==> src/rtl/alu_seq_pkg.sv <==
`default_nettype none
// ============================================================================
// Module   : alu_seq_pkg
// Brief    : Shared constants for the ALU sequencer: opcodes, instruction
//            field positions, FSM state encoding and an opcode classifier.
// Revision : 1.0 - initial release
// ============================================================================
package alu_seq_pkg;

   // Opcodes held in instruction bits [15:14]
   localparam logic [1:0] OP_ADDI = 2'b00;
   localparam logic [1:0] OP_MOV  = 2'b01;
   localparam logic [1:0] OP_HALT = 2'b10;
   localparam logic [1:0] OP_ILL  = 2'b11;

   // Instruction field bit positions
   localparam int OP_HI  = 15;
   localparam int OP_LO  = 14;
   localparam int RD_HI  = 13;
   localparam int RD_LO  = 11;
   localparam int RS_HI  = 10;
   localparam int RS_LO  = 8;
   localparam int IMM_HI = 7;
   localparam int IMM_LO = 0;

   // FSM state encoding
   localparam logic [2:0] ST_IDLE   = 3'd0;
   localparam logic [2:0] ST_FETCH  = 3'd1;
   localparam logic [2:0] ST_DECODE = 3'd2;
   localparam logic [2:0] ST_EXEC   = 3'd3;
   localparam logic [2:0] ST_WB     = 3'd4;
   localparam logic [2:0] ST_HALTED = 3'd5;

   // Only addi and mov write the register file and count as retired
   function automatic logic op_writes(input logic [1:0] op);
      return (op == OP_ADDI) || (op == OP_MOV);
   endfunction

endpackage
`default_nettype wire

==> src/rtl/alu_seq_pc.sv <==
`default_nettype none
// ============================================================================
// Module   : alu_seq_pc
// Brief    : Program counter: loads RST_PC on reset, increments with natural
//            wrap at 2^PC_W-1 -> 0 when inc_i is high, otherwise holds.
// Revision : 1.0 - initial release
// ============================================================================
module alu_seq_pc #(
   parameter int              PC_W   = 8,
   parameter logic [PC_W-1:0] RST_PC = '0
) (
   input  logic            clk,
   input  logic            rst_n,
   input  logic            inc_i,
   output logic [PC_W-1:0] pc_o
);

   logic [PC_W-1:0] pc_q;
   logic [PC_W-1:0] pc_d;

   // Next PC: fixed-width add, so the all-ones value rolls over to zero
   always_comb begin
      pc_d = pc_q;
      if (inc_i) begin
         pc_d = pc_q + PC_W'(1);
      end
   end

   // PC register with synchronous reset load
   always_ff @(posedge clk) begin
      if (!rst_n) begin
         pc_q <= RST_PC;
      end else begin
         pc_q <= pc_d;
      end
   end

   assign pc_o = pc_q;

endmodule
`default_nettype wire

==> src/rtl/alu_seq_ctrl.sv <==
`default_nettype none
// ============================================================================
// Module   : alu_seq_ctrl
// Brief    : Multi-cycle fetch/decode/exec/writeback sequencer for the 8-bit
//            ALU. Optional feature macro: SEQ_HALT_EN (op 10 = HALT).
// Revision : 1.0 - initial release
// ============================================================================
module alu_seq_ctrl
   import alu_seq_pkg::*;
#(
   parameter int              PC_W   = 8,
   parameter logic [PC_W-1:0] RST_PC = '0
) (
   input  logic            clk,
   input  logic            rst_n,
   input  logic            start_i,
   input  logic            stop_i,
   output logic            imem_req_o,
   output logic [PC_W-1:0] imem_addr_o,
   input  logic [15:0]     imem_rdata_i,
   input  logic            imem_valid_i,
   output logic [2:0]      rf_raddr_o,
   output logic            alu_ctrl_o,
   output logic [7:0]      alu_imm_o,
   output logic            rf_we_o,
   output logic [2:0]      rf_waddr_o,
   output logic            busy_o,
   output logic            halted_o,
   output logic            illegal_o,
   output logic [15:0]     retired_o
);

`ifdef SEQ_HALT_EN
   localparam bit HALT_EN = 1'b1;
`else
   localparam bit HALT_EN = 1'b0;
`endif

   logic [2:0]      state_q, state_d;
   logic [15:0]     instr_q;
   logic            illegal_q;
   logic [15:0]     retired_q;
   logic [PC_W-1:0] pc;
   logic            pc_inc;

   logic [1:0] op;
   logic       op_wr;
   logic       op_halt;

   assign op      = instr_q[OP_HI:OP_LO];
   assign op_wr   = op_writes(op);
   assign op_halt = HALT_EN && (op == OP_HALT);

   // A halting instruction parks the PC on itself; resuming steps past it
   assign pc_inc = ((state_q == ST_WB) && !op_halt) ||
                   ((state_q == ST_HALTED) && start_i);

   alu_seq_pc #(
      .PC_W   (PC_W),
      .RST_PC (RST_PC)
   ) u_pc (
      .clk   (clk),
      .rst_n (rst_n),
      .inc_i (pc_inc),
      .pc_o  (pc)
   );

   // Next-state logic; stop is only honoured at the end of writeback
   always_comb begin
      state_d = state_q;
      case (state_q)
         ST_IDLE:   if (start_i)      state_d = ST_FETCH;
         ST_FETCH:  if (imem_valid_i) state_d = ST_DECODE;
         ST_DECODE:                   state_d = ST_EXEC;
         ST_EXEC:                     state_d = ST_WB;
         ST_WB: begin
            if (op_halt)      state_d = ST_HALTED;
            else if (stop_i)  state_d = ST_IDLE;
            else              state_d = ST_FETCH;
         end
         ST_HALTED: if (start_i)      state_d = ST_FETCH;
         default:                     state_d = ST_IDLE;
      endcase
   end

   // State register
   always_ff @(posedge clk) begin
      if (!rst_n) state_q <= ST_IDLE;
      else        state_q <= state_d;
   end

   // Instruction latch, captured only on the accepted fetch beat
   always_ff @(posedge clk) begin
      if (!rst_n) begin
         instr_q <= '0;
      end else if ((state_q == ST_FETCH) && imem_valid_i) begin
         instr_q <= imem_rdata_i;
      end
   end

   // Sticky illegal flag, cleared only by reset or a start from IDLE
   always_ff @(posedge clk) begin
      if (!rst_n) begin
         illegal_q <= 1'b0;
      end else if ((state_q == ST_IDLE) && start_i) begin
         illegal_q <= 1'b0;
      end else if ((state_q == ST_WB) && !op_wr && !op_halt) begin
         illegal_q <= 1'b1;
      end
   end

   // Saturating retired-instruction counter
   always_ff @(posedge clk) begin
      if (!rst_n) begin
         retired_q <= '0;
      end else if ((state_q == ST_WB) && op_wr && (retired_q != 16'hFFFF)) begin
         retired_q <= retired_q + 16'd1;
      end
   end

   // Decoded fields come straight from the latch, so they stay stable from
   // DECODE through WB without extra registers
   assign imem_req_o  = (state_q == ST_FETCH);
   assign imem_addr_o = pc;
   assign rf_raddr_o  = instr_q[RS_HI:RS_LO];
   assign alu_ctrl_o  = op[0];
   assign alu_imm_o   = instr_q[IMM_HI:IMM_LO];
   assign rf_we_o     = (state_q == ST_WB) && op_wr;
   assign rf_waddr_o  = rf_we_o ? instr_q[RD_HI:RD_LO] : 3'd0;
   assign busy_o      = (state_q != ST_IDLE) && (state_q != ST_HALTED);
   assign illegal_o   = illegal_q;
   assign retired_o   = retired_q;

`ifdef SEQ_HALT_EN
   assign halted_o = (state_q == ST_HALTED);
`else
   assign halted_o = 1'b0;
`endif

endmodule
`default_nettype wire

==> config.mk <==
export PLATFORM = sky130hd
export DESIGN_NAME = alu_seq_ctrl
export DESIGN_NICKNAME = d
export VERILOG_FILES = /design/src/rtl/alu_seq_pkg.sv /design/src/rtl/alu_seq_pc.sv /design/src/rtl/alu_seq_ctrl.sv
export SDC_FILE = /design/constraint.sdc
export NUM_CORES = 1
export LEC_CHECK = 0
export CAP_MARGIN = 0
export CORE_MARGIN = 4
export CORE_UTILIZATION = 50
export CTS_BUF_LIST = sky130_fd_sc_hd__clkbuf_8 sky130_fd_sc_hd__clkbuf_16
export CTS_CLUSTER_DIAMETER = 30
export CTS_CLUSTER_SIZE = 10
export DETAILED_ROUTE_END_ITERATION = 8
export PLACE_DENSITY = 0.83
export SETUP_SLACK_MARGIN = 0.3
export SYNTH_ARGS = -nofsm -noshare
export SYNTH_HDL_FRONTEND = slang
export SYNTH_SLANG_ARGS = --single-unit
==> constraint.sdc <==
create_clock -name clk -period 3.18 [get_ports clk]
set_input_delay 0.636 -clock clk [delete_from_list [all_inputs] [get_ports clk]]
set_output_delay 0.636 -clock clk [all_outputs]
set_load 0.03 [all_outputs]
==> key figures, run 1 <==
Global routing
  • Largest net degree at the start of global routing: 36
  • Initial antenna violation count: 0
  • Grt total ovfl: 0
  • GR Util All Layers: 0.186
  • Vias in the first global route: 1,844
  • First-pass GRT wire length: 7960 um

Timing
  • Pins Over Slew Limit: 0
  • Minimum clock period: 2.74 ns
  • Fin crit share: 0.862
  • Final Hold Vio Count: 0
  • Peak Freq: 365 MHz
  • Max-slew headroom: 0.409
  • Tightest Pin Transition: 0.879 ns
  • Final setup TNS: 0 ns
  • Final hold slack: 0.454 ns
  • Worst Clk Skew: 0.00677 ns
  • RSZ-0062 raised after global routing: false
  • Final Setup Violations: 0

Yosys
  • Main combinational cell family by area after synthesis: simple AND/OR/NAND/NOR gates
  • Synth Area per Inst: 8.15 sq um
  • Ys Warns: 0
  • XOR/XNOR share of the synthesized area: 0.0211
  • Gate Count Post-Synth: 255
  • Post-Synth Simple-Gate Area: 0.294
  • EDFF count, synth: 0
  • Post-synthesis async set-or-reset flop share: 0
  • Adder-cell share of the synthesized area: 0.0120
  • Main synth FF type: dfxtp_1
  • Sequential share of the synthesized area: 0.424
  • Multiplexer area fraction after synthesis: 0.00963
  • Cell Area, Synth: 2080 sq um
  • Post-synth cell types: 38
  • Yosys reg bits: 44
  • Post-synthesis compound-gate area fraction: 0.155
  • Syn_nets: 278

Floorplan
  • Core area: 4000 sq um
  • Vert. Die Dim: 72.5 um
  • Die Area: 5250 sq um
  • I/O pins: 65
  • Die W: 72.5 um
  • Initial core utilization: 0.520
  • # rows: 23

CTS
  • Clock latency on the worst-skew pair: 0.29 ns
  • # H-tree levels: 2
  • Post-CTS sizing: 0
  • # Post-CTS Setup Buffers: 0
  • CTS buffer count: 5
  • CTS root buf: clkbuf_8
  • CTS tree: done
  • Max clock buf depth: 2
  • Sink Count: 44
  • Clk slew on worst S/H paths: 0.09 ns
  • Hold buffers post-CTS: 0

Placed design
  • Final Wtd Congestion: 0.814
  • Port Buf Inserts: 63
  • Post-DP HPWL: 3530 um
  • # placed instances: 346

Critical path
  • Critical-path maximum fanout: 10
  • Critical Path RT: 2.54 ns
  • Slowest CP cell: clkdlybuf4s50_1
  • Startpoint class of the critical path: register
  • Crit. Startpoint: state_q[2]$_SDFFE_PN0P_
  • Cell Chain, Critical Path: nor4b_4, buf_4, and2_1, clkdlybuf4s50_1
  • CP Class: reg2out
  • Reg2reg start: state_q[2]$_SDFFE_PN0P_
  • CP peak stage delay: 0.69 ns
  • CP Capture Type: output port
  • WP data arrival: 2.11 ns

Layout
  • Non-Filler Instances: 354
  • # nets final: 326
  • Share of layout cells above drive strength 1: 0.0461
  • ANT cells: 0
  • Final Util: 0.683
  • Area delta synth->final: 31.5%

Worst hold path
  • Worst hold start: instr_q[11]$_SDFFE_PN0P_
  • Hold WC Path Type: reg2reg

Route
  • WL/cell: 13.7 um
  • DR iter-0 viols: 99
  • Via density: 5.56
  • Drt pass-1 iters: 6
  • Vias: 1,970
  • Residual DRC count: 0
  • Final WL: 4840 um
  • DRT antenna net count: 0

Outcome
  • Status: finished clean

Flow run
  • MaxCap Viol Count: 0

Power
  • Static leakage: 0.918 nW
  • Overall Power: 1.05 mW
  • PwrDens: 385 nW/um^2
  • Peak VDD IR: 0.301 mV
path summary, 6_finish.rpt:
path / endpoint / slack [ns] / cells after the start
hold reg to reg: instr_q[11]$_SDFFE_PN0P_ / 0.45 / 2
setup / recovery: rf_waddr_o[1] / 0.44 / 4
setup reg to reg: u_pc.pc_o[7]$_SDFFE_PN0P_ / 1.10 / 4
hold / removal: instr_q[11]$_SDFFE_PN0P_ / 0.45 / 2
cells in the final DEF, fill, tap and decap left out, types with 6 or more instances in the layout:
cell type,netlist,routed
a21oi_1,32,32
and2_1,6,6
clkdlybuf4s50_1,0,63
dfxtp_1,44,44
nand2_1,46,46
nand3_1,10,10
nand4_1,6,6
nor2_1,13,13
o21ai_0,8,8
o31ai_1,7,7
or3_1,6,6
or4_1,7,7
where the power goes:
part | internal [mW] | leakage (nW) | switching, mW | total [mW]
sequential | 0.563 | 0.356 | 0.0133 | 0.577
clock | 0.156 | 0.0404 | 0.193 | 0.349
combinational | 0.0585 | 0.522 | 0.0694 | 0.128
total | 0.777 | 0.918 | 0.276 | 1.05
state kept, by name (all words and copies together) (netlist names):
signal / flops
state_q: 3
instr_q: 16
illegal_o: 1
u_pc.pc_o: 8
retired_o: 16
metrics by stage:
step                      setup WS [ns]  instance area (sq um)
after floorplan                    1.02                   2080
after global placement            0.825                   2640
after detailed placement          0.762                   2640
after CTS                         0.432                   2730
after global routing              0.349                   2730
final                             0.438                   2730
cell families (layout without fill, tap and decap cells):
group / after synthesis / after routing
compound gates: 55 / 55
xor+xnor: 5 / 5
fa+ha+maj: 2 / 2
buf+inv: 30 / 79
flops: 44 / 44
mux: 2 / 2
other cells: 1 / 1
simple gates: 116 / 116
Yosys cell counts (all sizes together), types with 7 or more instances:
master | count | area share
nand3 | 10 | 0.024
a21oi | 32 | 0.077
dfxtp | 44 | 0.42
nand4 | 7 | 0.028
nand2 | 46 | 0.083
o21ai | 8 | 0.019
nor2 | 13 | 0.023
clkbuf | 8 | 0.014
and2 | 7 | 0.021
o31ai | 7 | 0.025
or4 | 7 | 0.025
buf | 17 | 0.060
critical path, delay by kind of cell, from the launching register on:
family / cells / cell delay (ns)
simple gates: 2 / 0.40
flops: 1 / 0.51
buf+inv: 2 / 0.91
layer usage:
| metal | vias to the layer above | track usage | routed length (um) |
|---|---|---|---|
| met3 | 7 | 0.0332 | 228 |
| li1 | 978 | - | - |
| met2 | 56 | 0.337 | 2440 |
| met5 | - | 0 | 0 |
| met1 | 929 | 0.226 | 2130 |
| met4 | 0 | 0.0492 | 41 |
final cells by class:
| type | instances | area (sq um) |
|---|---|---|
| Timing Repair Buffer | 66 | 653 |
| Clock buffer | 5 | 68.8 |
| Inverter | 5 | 18.8 |
| Multi-Input combinational cell | 181 | 1030 |
| Fill cell | 358 | 1270 |
| Sequential cell | 44 | 881 |
| Clock inverter | 3 | 23.8 |
| Tap cell | 50 | 62.6 |
No activity file was read; power rests on OpenSTA's default activity.
==> run 2, diff against run 1 <==
- ABC_CLOCK_PERIOD_IN_PS: not set -> 3180
==> results of run 2 <==
Same layout as run 1: the final DEF is identical, and so are final timing and power.
